### src/rtl/seg_pkg.sv
// Shared seven-segment definitions used by the scan driver and the hex-to-segment decoder.
// Holds the nibble type and the default display geometry.
package seg_pkg;

  localparam int NIBBLE_W         = 4;
  localparam int DEFAULT_DIGITS   = 4;
  localparam int DEFAULT_PRESCALE = 1000;

  typedef logic [NIBBLE_W-1:0] nibble_t;

endpackage

### src/rtl/digit_scanner_if.sv
// Load handshake and display-side signals of the digit scanner.
// The master side offers values; the slave side is the scanner.
interface digit_scanner_if
  import seg_pkg::*;
#(
  parameter int DIGITS = DEFAULT_DIGITS
);

  logic                         load_valid;
  logic                         load_ready;
  logic [DIGITS*NIBBLE_W-1:0]   load_data;
  logic                         lzs_en;
  logic                         A;
  logic                         B;
  logic                         C;
  logic                         D;
  logic [DIGITS-1:0]            digit_en;
  logic                         blank;

  modport master (
    output load_valid, load_data, lzs_en,
    input  load_ready, A, B, C, D, digit_en, blank
  );

  modport slave (
    input  load_valid, load_data, lzs_en,
    output load_ready, A, B, C, D, digit_en, blank
  );

endinterface

### src/rtl/digit_scanner_prescaler.sv
// Dwell prescaler for the digit scanner: counts 0..PRESCALE-1 and
// pulses tick_o for the single cycle that holds the terminal count.
module scan_prescaler
  import seg_pkg::*;
#(
  parameter int PRESCALE = DEFAULT_PRESCALE
) (
  input  logic clk,
  input  logic rst,
  output logic tick_o
);

  localparam int                PCNT_W = (PRESCALE > 1) ? $clog2(PRESCALE) : 1;
  localparam logic [PCNT_W-1:0] LAST   = PCNT_W'(PRESCALE - 1);

  logic [PCNT_W-1:0] pcnt_q;
  logic [PCNT_W-1:0] pcnt_d;

  always_comb begin
    tick_o = (pcnt_q == LAST);
    pcnt_d = tick_o ? '0 : pcnt_q + 1'b1;
  end

  always_ff @(posedge clk or posedge rst) begin
    if (rst) begin
      pcnt_q <= '0;
    end else begin
      pcnt_q <= pcnt_d;
    end
  end

endmodule

### src/rtl/digit_scanner.sv
// Time-multiplexed seven-segment scan driver: double-buffered display value,
// frame-boundary commit, and per-digit leading-zero suppression.
module digit_scanner
  import seg_pkg::*;
#(
  parameter int DIGITS   = DEFAULT_DIGITS,
  parameter int PRESCALE = DEFAULT_PRESCALE
) (
  input  logic           clk,
  input  logic           rst,
  digit_scanner_if.slave bus
);

  localparam int               IDX_W    = (DIGITS > 1) ? $clog2(DIGITS) : 1;
  localparam int               DATA_W   = DIGITS * NIBBLE_W;
  localparam logic [IDX_W-1:0] LAST_IDX = IDX_W'(DIGITS - 1);

  logic              tick;
  logic              frameEnd;
  logic [IDX_W-1:0]  idx_q,       idx_d;
  logic [DATA_W-1:0] disp_q,      disp_d;
  logic [DATA_W-1:0] pend_q,      pend_d;
  logic              pendValid_q, pendValid_d;

  nibble_t           curNibble;
  logic [DIGITS-1:0] curOneHot;
  logic              curZeroAbove;
  logic              allZero;
  logic              curBlank;

  scan_prescaler #(.PRESCALE(PRESCALE)) u_prescaler (
    .clk    (clk),
    .rst    (rst),
    .tick_o (tick)
  );

  // Commit only at end of frame so a frame never mixes old and new nibbles;
  // an accept cannot coincide with a commit because ready is low while pending.
  always_comb begin
    idx_d       = idx_q;
    disp_d      = disp_q;
    pend_d      = pend_q;
    pendValid_d = pendValid_q;
    frameEnd    = tick && (idx_q == LAST_IDX);
    if (tick) begin
      idx_d = frameEnd ? '0 : idx_q + 1'b1;
    end
    if (frameEnd && pendValid_q) begin
      disp_d      = pend_q;
      pendValid_d = 1'b0;
    end else if (bus.load_valid && !pendValid_q) begin
      pend_d      = bus.load_data;
      pendValid_d = 1'b1;
    end
  end

  always_ff @(posedge clk or posedge rst) begin
    if (rst) begin
      idx_q       <= '0;
      disp_q      <= '0;
      pend_q      <= '0;
      pendValid_q <= 1'b0;
    end else begin
      idx_q       <= idx_d;
      disp_q      <= disp_d;
      pend_q      <= pend_d;
      pendValid_q <= pendValid_d;
    end
  end

  // Walk from the top digit down so allZero means "this and every higher nibble is zero".
  always_comb begin
    curNibble    = '0;
    curOneHot    = '0;
    curZeroAbove = 1'b0;
    allZero      = 1'b1;
    for (int i = DIGITS - 1; i >= 0; i--) begin
      allZero = allZero && (disp_q[i*NIBBLE_W +: NIBBLE_W] == '0);
      if (idx_q == IDX_W'(i)) begin
        curNibble    = disp_q[i*NIBBLE_W +: NIBBLE_W];
        curOneHot[i] = 1'b1;
        curZeroAbove = allZero;
      end
    end
    curBlank = bus.lzs_en && (idx_q != '0) && curZeroAbove;
  end

  assign bus.load_ready        = !pendValid_q;
  assign bus.blank             = curBlank;
  assign bus.digit_en          = curBlank ? '0 : curOneHot;
  assign {bus.A, bus.B, bus.C, bus.D} = curBlank ? 4'h0 : curNibble;

endmodule

### src/flat_wrapper.sv
// flat-port wrapper written by rule: the top's interface ports become plain ports
module digit_scanner_flat import seg_pkg::*;
#(
  parameter int DIGITS   = DEFAULT_DIGITS,
  parameter int PRESCALE = DEFAULT_PRESCALE
)
  (clk, rst, bus_load_valid, bus_load_data, bus_lzs_en, bus_load_ready, bus_A, bus_B, bus_C, bus_D, bus_digit_en, bus_blank);
  digit_scanner_if #(.DIGITS(DIGITS)) bus_i ();
  input  logic clk;
  input  logic rst;
  input wire logic [$bits(bus_i.load_valid)-1:0] bus_load_valid;
  input wire logic [$bits(bus_i.load_data)-1:0] bus_load_data;
  input wire logic [$bits(bus_i.lzs_en)-1:0] bus_lzs_en;
  output wire logic [$bits(bus_i.load_ready)-1:0] bus_load_ready;
  output wire logic [$bits(bus_i.A)-1:0] bus_A;
  output wire logic [$bits(bus_i.B)-1:0] bus_B;
  output wire logic [$bits(bus_i.C)-1:0] bus_C;
  output wire logic [$bits(bus_i.D)-1:0] bus_D;
  output wire logic [$bits(bus_i.digit_en)-1:0] bus_digit_en;
  output wire logic [$bits(bus_i.blank)-1:0] bus_blank;
  assign bus_i.load_valid = bus_load_valid;
  assign bus_i.load_data = bus_load_data;
  assign bus_i.lzs_en = bus_lzs_en;
  assign bus_load_ready = bus_i.load_ready;
  assign bus_A = bus_i.A;
  assign bus_B = bus_i.B;
  assign bus_C = bus_i.C;
  assign bus_D = bus_i.D;
  assign bus_digit_en = bus_i.digit_en;
  assign bus_blank = bus_i.blank;
  digit_scanner #(.DIGITS(DIGITS), .PRESCALE(PRESCALE)) u_core (.clk(clk), .rst(rst), .bus(bus_i));
endmodule
### config.mk
export PLATFORM = sky130hd
export DESIGN_NAME = digit_scanner_flat
export DESIGN_NICKNAME = d
export VERILOG_FILES = /design/src/rtl/seg_pkg.sv /design/src/rtl/digit_scanner_if.sv /design/src/rtl/digit_scanner_prescaler.sv /design/src/rtl/digit_scanner.sv /design/src/flat_wrapper.sv
export SDC_FILE = /design/constraint.sdc
export NUM_CORES = 1
export LEC_CHECK = 0
export ABC_CLOCK_PERIOD_IN_PS = 3700
export CORE_MARGIN = 4
export CORE_UTILIZATION = 50
export CTS_CLUSTER_DIAMETER = 30
export CTS_CLUSTER_SIZE = 30
export DETAILED_ROUTE_END_ITERATION = 10
export PLACE_DENSITY_LB_ADDON = 0.05
export RECOVER_POWER = 100
export SLEW_MARGIN = 20
export SYNTH_ARGS = -nofsm -noshare
export SYNTH_HDL_FRONTEND = slang
export SYNTH_SLANG_ARGS = --single-unit
export TNS_END_PERCENT = 20
### constraint.sdc
create_clock -name clk -period 3.7 [get_ports clk]
set_clock_uncertainty 0.1 [all_clocks]
set_input_delay 0.37 -clock clk [delete_from_list [all_inputs] [get_ports clk]]
set_output_delay 0.37 -clock clk [all_outputs]
set_load 0.05 [all_outputs]
Yosys cells after proc, flatten, opt, wreduce, memory -nomap -nowiden
Index checks and enable logic that the tools add are counted.
- flip-flop bits (word level): 45
- input port bits: 20
- add/sub/neg operators: 2
- bitwise operators: 1
- muxes and demuxes: 18
- reduce and logical (&&, ||, !) cells: 17
- eq/ne operators: 4
- operators with widths (operator ; count):
    $mux W4 ; 6
    $logic_not A4 Y1 ; 4
    $add A10 B1 Y10 const B ; 1
    $eq A10 B10 Y1 const B ; 1
    $mux W1 ; 10
    $mux W10 ; 1
    $logic_and A1 B1 Y1 ; 8
    $eq A2 B2 Y1 const B ; 2
    $reduce_bool A2 Y1 ; 2
    $add A2 B1 Y2 const B ; 1
    $eq A2 B1 Y1 const B ; 1
    $logic_not A2 Y1 ; 1
    $mux W2 ; 1
    $reduce_and A2 Y1 ; 1
    $logic_not A1 Y1 ; 1
    $not A1 Y1 ; 1

Depth between registers and ports, before layout
Gate-level depths: netlist of the first run.
- depth in word-level cells: 7
- depth in mapped cells: 7
- gate-level depth less buffers: 6

By module
From an unflattened synthesis of the first run, not the netlist that was laid out.
- cell total of the unflattened synthesis: 174
- area, all modules: 2150.8 µm²
- by module, submodules not included (module ; area each (µm²) ; sequential area each (µm²) ; cells an instance ; times used):
    digit_scanner ; 1644.1 ; 875.8 ; 127 ; 1
    scan_prescaler ; 506.7 ; 250.2 ; 47 ; 1

Worst setup path before layout of the first run
OpenSTA, ideal clock, no wires.
- path type: reg-to-output
- from: register u_core.idx_q[0]
- to: output port bus_blank
- arrival: 2.682 ns
- cell stages (with the launch flop): 7
- path slack: 0.548 ns
- path buffers: 1
- cell sequence: dfrtp_1 inv_1 ha_1 clkbuf_1 nor4b_1 nand2_1 a221oi_1
- longest elaborated chain between the ends: 6
- elaborated cells between the ends (all ways): 11
- those cells by class: 3 x eq/ne; 4 x mux; 4 x reduce/logical
- RTL lines (item ; RTL line ; source):
    start, declared ; digit_scanner.sv:20 ; logic [IDX_W-1:0] idx_q, idx_d;
    start signal, assigned ; digit_scanner.sv:64 ; idx_q <= idx_d;
    $eq A2 B2 Y1 ; digit_scanner.sv:79 ; if (idx_q == IDX_W'(i)) begin
    $mux W1 (4 in series) ; digit_scanner.sv:79 ;
    $logic_and A1 B1 Y1 * ; digit_scanner.sv:85 ; curBlank = bus.lzs_en && (idx_q != '0) && curZeroAbove;
    end, declared ; flat_wrapper.sv:20 ; output wire logic [$bits(bus_i.blank)-1:0] bus_blank;
Mark *: on every way between the ends. The rest lies on a longest branch, timed or not.

Worst setup path in the final report of the first run
Ends and elaborated chain as after synthesis.

==> results.md, run 1 <==
- Gate power share: 0.051
- Final instance area: 2504 µm²
- Commonest non-fill, non-tap cell in the layout: dfrtp_1
- Mapped Area: 2141 µm²
- Hold slack: 0.3963 ns
- DP HPWL: 2860 µm
- Final period utilization: 0.8761
- DRC: 0
- Setup bufs post-CTS: 0
- Largest net degree at the start of global routing: 46
- Syn_area_per_cell: 11.96 µm²
- M1 wire length: 1811 µm
- Routed length per instance: 15.64 µm
- CTS HTree Levels: 2
- Synth Net Count: 204
- Die W: 73.44 µm
- Worst r2r src: u_core.u_prescaler.pcnt_q[0]$_DFF_PP0_
- FF-to-FF setup slack: 1.05 ns
- Fin crit period: 3.241 ns
- Clock latency on the worst-skew pair: 0.29 ns
- Final Hold Fails: 0
- DP Area: 2447 µm²
- Final WS setup: 0.4586 ns
- LEAKAGE: 1.153 nW
- Number of I/O pins: 30
- Main synth FF type: dfrtp_1
- Fraction of layout cells with a size suffix above 1: 0.1531
- First-pass GRT wire length: 6810 µm
- Port bufs: 29
- CTS tree: done
- Clock Tree Buf Depth: 2
- Total gr overflow: 0
- Initial DRC count: 110
- Psw: 0.0001813 W
- GRT Resource Usage Total: 0.1658
- Worst-path clk slew: 0.08 ns
- R2R cell count: 5
- Met2 wire len: 1922 µm
- Setup TNS Final: 0 ns
- Fmax: 308.5 MHz
- Row count: 23
- Yosys warnings: 0
- Crit. End Element: primary output
- Fill count: 331
- Crit path kind: register to primary output
- Relative slew slack: -0.5760
- Most frequent cells in the layout: dfrtp_1, mux2_2, clkdlybuf4s50_1, nand2_1, nor2_1
- Post-cts sizing count: 0
- Top Metal Used: met4
- Number of synthesized flops with an enable pin: 0
- CTS Buf Count: 5
- Unrepaired setup endpoints after global routing: no
- Flip-flop and latch count after synthesis: 45
- Final setup fails: 0
- FF-to-FF End: u_core.disp_q[8]$_DFFE_PP0P_
- Clock tree sinks: 45
- Hold Buf Count CTS: 0
- Post-Place Cells: 251
- Worst-path fanout max: 10
- Routed via count: 1424
- Post-synthesis cell type count: 31
- Post-Synthesis Cells: 179
- Reg power frac: 0.551
- Antenna violations before repair: 0
- Clk pwr share: 0.397
- Core area: 4058 µm²
- Ant diodes: 0
- Die height: 73.44 µm
- Remaining antenna violation count: 0
- Pre-antenna DRT Iters: 5
- Top cell type by total area after synthesis: dfrtp_1
- RePlAce Congestion: 0.8156
- Failing checks: capacitance limit, slew limit
- Run status: finished with violations
- Syn-to-layout area delta: 16.95%
- Yosys top cell area share: 0.5260
- Worst Setup EP: bus_blank
- WL met3: 242 µm
- Critical Path RT: 3.23 ns
- Root Driver: clkbuf_8
- Vias in the first global route: 1426
- Max cap viols: 1
- FFs w/ async S/R, synth: 1.000
- Routed wire length: 4051 µm
- Arr. time, crit path: 2.77 ns
- Initial Utilization: 0.5276
- CP startpoint kind: register
- Fin. max-slew vios: 46
- Pwr Density: 377.5 nW/µm²
- Cell-internal power: 0.0007638 W
- Final net count: 233
- Post-route insts no fill: 259
- Worst VDD drop: 0.2055 mV
- Slew @ Worst Pin: 2.364 ns
- Via density: 5.498
- Worst Setup SP: u_core.idx_q[0]$_DFFE_PP0N_
- Dpl ws: 0.8455 ns
- Die area: 5393 µm²
- Top post-synthesis cells by area: dfrtp_1, mux2_2, mux2_4, ha_1, nand2_1
- Sequential share of the synthesized area: 0.5260
- Worst Hold Class: register to register
- Sw Ratio: 0.1918
-- state kept, by name (all words and copies together), names as in the netlist --
name	count
u_core.pend_q	16
u_core.idx_q	2
u_core.pendValid_q	1
u_core.u_prescaler.pcnt_q	10
u_core.disp_q	16
-- area by class of cell --
class / instances / area [µm²] / area share
sequential: 45 / 1126 / 0.4498
clock inverter: 1 / 30.03 / 0.01199
clock buffer: 7 / 86.33 / 0.03448
multi-input combinational: 119 / 878.3 / 0.3508
timing repair buffer: 31 / 297.8 / 0.1189
inverter: 6 / 22.52 / 0.008996
tap: 50 / 62.56 / 0.02499
-- power by group through the flow --
stage	combinational, W	sequential, W	clock, W
detailed placement	0.0000507	0.000532	0
global route	0.0000534	0.000524	0.000409
finish	0.0000486	0.000521	0.000375
global placement	0.0000486	0.000530	0
floorplan	0.0000256	0.000528	0
CTS	0.0000513	0.000522	0.000387
-- critical path, stage by stage, from the launching register on --
cell,delay (ns)
dfrtp_1,0.42
inv_1,0.08
ha_1,0.31
nor4b_1,0.34
nand2_1,0.17
a221oi_1,0.25
dlygate4sd3_1,0.91
-- routing by layer --
metal | vias to the layer above | track usage
met5 | - | 0
met4 | 0 | 0.06439
met3 | 6 | 0.04925
met2 | 48 | 0.2661
met1 | 698 | 0.2108
li1 | 672 | -
-- cells by family (layout without fill, tap and decap cells) --
group                      count (synthesis)  after routing  synth area share
xor gates and xnor gates                   7              7           0.02864
and+or+nand+nor                           54             54            0.1338
adders and majority gates                  5              5           0.02922
muxes                                     34             34            0.1946
AOI/OAI and AO/OA                         19             19           0.04851
DFF                                       45             45            0.5260
buffers and inverters                     15             45           0.03915
-- cell usage after synthesis (2+ instances only) --
cell and n:
nor4_1 2, nor3_1 3, mux2_2 25, xor2_1 2, a21oi_1 10, nand3_1 4
o21ai_0 6, ha_1 5, clkbuf_1 3, nand3b_1 4, nor2b_1 3, dfrtp_1 45
inv_1 6, mux2_4 9, nand2_1 15, buf_2 3, and3_1 3, xnor2_1 5
nor2_1 14
-- stage by stage --
| step | total power [W] | util |
|---|---|---|
| finish | 0.0009450 | 0.6170 |
| CTS | 0.0009605 | 0.6318 |
| floorplan | 0.0005536 | - |
| global placement | 0.0005790 | 0.6031 |
| global route | 0.0009869 | 0.6170 |
| detailed placement | 0.0005829 | 0.6031 |
-- how the worst min path moves through the flow --
stage / cells past startpoint / to / slack, ns / from
detailed placement: 1 / u_core.disp_q[9]$_DFFE_PP0P_ / 0.39 / u_core.pend_q[9]$_DFFE_PP0P_
CTS: 1 / u_core.disp_q[9]$_DFFE_PP0P_ / 0.41 / u_core.pend_q[9]$_DFFE_PP0P_
finish: 1 / u_core.disp_q[14]$_DFFE_PP0P_ / 0.40 / u_core.pend_q[14]$_DFFE_PP0P_
floorplan: 1 / u_core.u_prescaler.pcnt_q[9]$_DFF_PP0_ / 0.37 / u_core.u_prescaler.pcnt_q[9]$_DFF_PP0_
global placement: 1 / u_core.disp_q[15]$_DFFE_PP0P_ / 0.38 / u_core.pend_q[15]$_DFFE_PP0P_
global route: 1 / u_core.disp_q[14]$_DFFE_PP0P_ / 0.42 / u_core.pend_q[14]$_DFFE_PP0P_
No activity file was read; power rests on OpenSTA's default activity.
==> inputs of run 2 (changes only) <==
- PLACE_DENSITY: default -> 0.74
- PLACE_DENSITY_LB_ADDON: 0.05 -> default
==> run 2 against run 1 <==
  * Largest power group unchanged
  * Wire length fell by 3.0%
  * Utilization grew 0.43 points
  * The run now ends clean
  * First-iteration DRC count shrank 29%
==> results.md, run 2 (synthesis results as in run 1) <==
- CTS Buf Count: 5 (unchanged)
- Clock tree sinks: 45 (unchanged)
- Post-cts sizing count: 0 (unchanged)
- Fill count: 318 (-3.9%)
- Fin crit period: 3.220 ns (-0.02151 ns)
- Setup TNS Final: 0 ns (unchanged)
- Final setup fails: 0 (unchanged)
- Syn-to-layout area delta: 17.77%
- Setup bufs post-CTS: 0 (unchanged)
- Port bufs: 29 (unchanged)
- Total gr overflow: 0 (unchanged)
- Final period utilization: 0.8702 (-0.005812)
- Psw: 0.0001879 W (+3.6%)
- Crit path kind: register to primary output
- DRC: 0 (unchanged)
- Die W: 73.44 µm (unchanged)
- Max cap viols: 0 (-1)
- Pwr Density: 396.5 nW/µm² (+5.0%)
- Number of I/O pins: 30 (unchanged)
- Die area: 5393 µm² (unchanged)
- Relative slew slack: 0.1908 (+0.7668)
- Arr. time, crit path: 2.75 ns (-0.02 ns)
- Slew @ Worst Pin: 1.214 ns (-1.150 ns)
- Crit. End Element: primary output
- Ant diodes: 0 (unchanged)
- Critical-path cell list: inv_1 > ha_1 > nor4b_1 > nand2_1 > a221oi_1 > dlygate4sd3_1
- CTS tree: done
- Hold path depth: 1 (unchanged)
- Biggest regs: u_core.disp_q x16, u_core.pend_q x16, u_core.u_prescaler.pcnt_q x10
- GRT Resource Usage Total: 0.1639 (-0.001924)
- Final Hold Fails: 0 (unchanged)
- LEAKAGE: 1.163 nW (+0.84%)
- Cell-internal power: 0.0008117 W (+6.3%)
- Hold Buf Count CTS: 0 (unchanged)
- Die height: 73.44 µm (unchanged)
- CTS HTree Levels: 2 (unchanged)
- RePlAce Congestion: 0.8434 (+3.4%)
- CP startpoint kind: register
- Core area: 4058 µm² (unchanged)
- Slowest CP cell: dlygate4sd3_1
- DP HPWL: 2921 µm (+2.2%)
- Fin. max-slew vios: 0 (-100%)
- Clk pwr share: 0.430 (+0.033)
- Post-Place Cells: 251 (unchanged)
- Initial Utilization: 0.5276 (unchanged)
- Via density: 5.317 (-3.3%)
- Vias in the first global route: 1529 (+7.2%)
- Fraction of layout cells with a size suffix above 1: 0.1579 (+0.004785)
- Worst VDD drop: 0.3009 mV (+46%)
- Worst-path clk slew: 0.08 ns (about the same)
- Fmax: 310.6 MHz (+0.67%)
- Clock latency on the worst-skew pair: 0.29 ns (about the same)
- Unrepaired setup endpoints after global routing: no
- First-pass GRT wire length: 6906 µm (+1.4%)
- R2R cell count: 5 (unchanged)
- Root Driver: clkbuf_8
- Pre-antenna DRT Iters: 4 (-1)
- Critical Path RT: 3.23 ns (about the same)
- Reg power frac: 0.522 (-0.029)
- Worst-path fanout max: 10 (unchanged)
- Routed wire length: 3928 µm (-3.0%)
- Largest net degree at the start of global routing: 24 (-48%)
- Final net count: 233 (unchanged)
- Initial DRC count: 78 (-29%)
- Most frequent cells in the layout: dfrtp_1, mux2_2, clkdlybuf4s50_1, nand2_1, nor2_1
- Run status: completed
- Commonest non-fill, non-tap cell in the layout: dfrtp_1
- Routed via count: 1377 (-3.3%)
- Post-route insts no fill: 259 (unchanged)
- CP peak stage delay: 0.92 ns (about the same)
- Worst Hold Class: register to register
- Row count: 23 (unchanged)
- Remaining antenna violation count: 0 (unchanged)
- Sw Ratio: 0.1879 (-0.003880)
- Routed length per instance: 15.17 µm (-3.0%)
- Antenna violations before repair: 0 (unchanged)
- Clock Tree Buf Depth: 2 (unchanged)
- Gate power share: 0.049 (-0.002)
## run 2: cell type report
type	instances	area [µm²]	area share
Multi-Input combinational cell	119	878.3	0.3484
Inverter	6	22.52	0.008933
Sequential cell	45	1126	0.4466
Tap cell	50	62.56	0.02481
Clock buffer	5	68.82	0.02730
Timing Repair Buffer	31	297.8	0.1181
Clock inverter	3	65.06	0.02581
## run 2: worst paths after layout
check                                                       startpoint                                     end  slack [ns]
worst max-delay path                       u_core.idx_q[0]$_DFFE_PP0N_                               bus_blank        0.48
worst min-delay path                      u_core.pend_q[3]$_DFFE_PP0P_            u_core.disp_q[3]$_DFFE_PP0P_        0.39
worst max register to register  u_core.u_prescaler.pcnt_q[0]$_DFF_PP0_            u_core.disp_q[8]$_DFFE_PP0P_        1.03
worst min register to register            u_core.pend_q[3]$_DFFE_PP0P_            u_core.disp_q[3]$_DFFE_PP0P_        0.39
max in group asynchronous                                          rst  u_core.u_prescaler.pcnt_q[1]$_DFF_PP0_        1.32
min in group asynchronous                                          rst             u_core.idx_q[1]$_DFFE_PP0N_        0.59
## run 2: power groups by stage
stage / registers (W) / clock network (W) / logic, W
4_1_cts: 0.000522 / 0.000441 / 0.0000514
6_report: 0.000521 / 0.000430 / 0.0000485
2_1_floorplan: 0.000528 / 0 / 0.0000256
3_3_place_gp: 0.000531 / 0 / 0.0000486
5_1_grt: 0.000524 / 0.000457 / 0.0000541
3_5_place_dp: 0.000532 / 0 / 0.0000509
## run 2: worst max-delay path, delay by kind of cell (launching register included)
family / cells / cell delay (ns)
DFF: 1 / 0.41
AOI/OAI and AO/OA: 1 / 0.25
and+or+nand+nor: 2 / 0.50
buffers and inverters: 2 / 1.00
adders and majority gates: 1 / 0.30
## run 2: through the flow
step,cell area (µm²),worst slack (ns),utilization,power (W),hold WS [ns]
global route,2521,0.2630,0.6213,0.001035,0.4256
CTS,2581,0.5152,0.6361,0.001014,0.4108
finish,2521,0.4801,0.6213,0.0009996,0.3947
global placement,2447,0.8815,0.6031,0.0005792,0.3854
detailed placement,2447,0.8529,0.6031,0.0005831,0.3904
floorplan,2141,0.5476,-,0.0005536,0.3690
## run 2: layer usage
metal | vias up | global-route usage | wire (µm)
met2 | 23 | 0.2800 | 1915
met1 | 678 | 0.2032 | 1802
met4 | 0 | 0.04829 | 41
met5 | - | 0 | 0
li1 | 670 | - | -
met3 | 6 | 0.04378 | 169
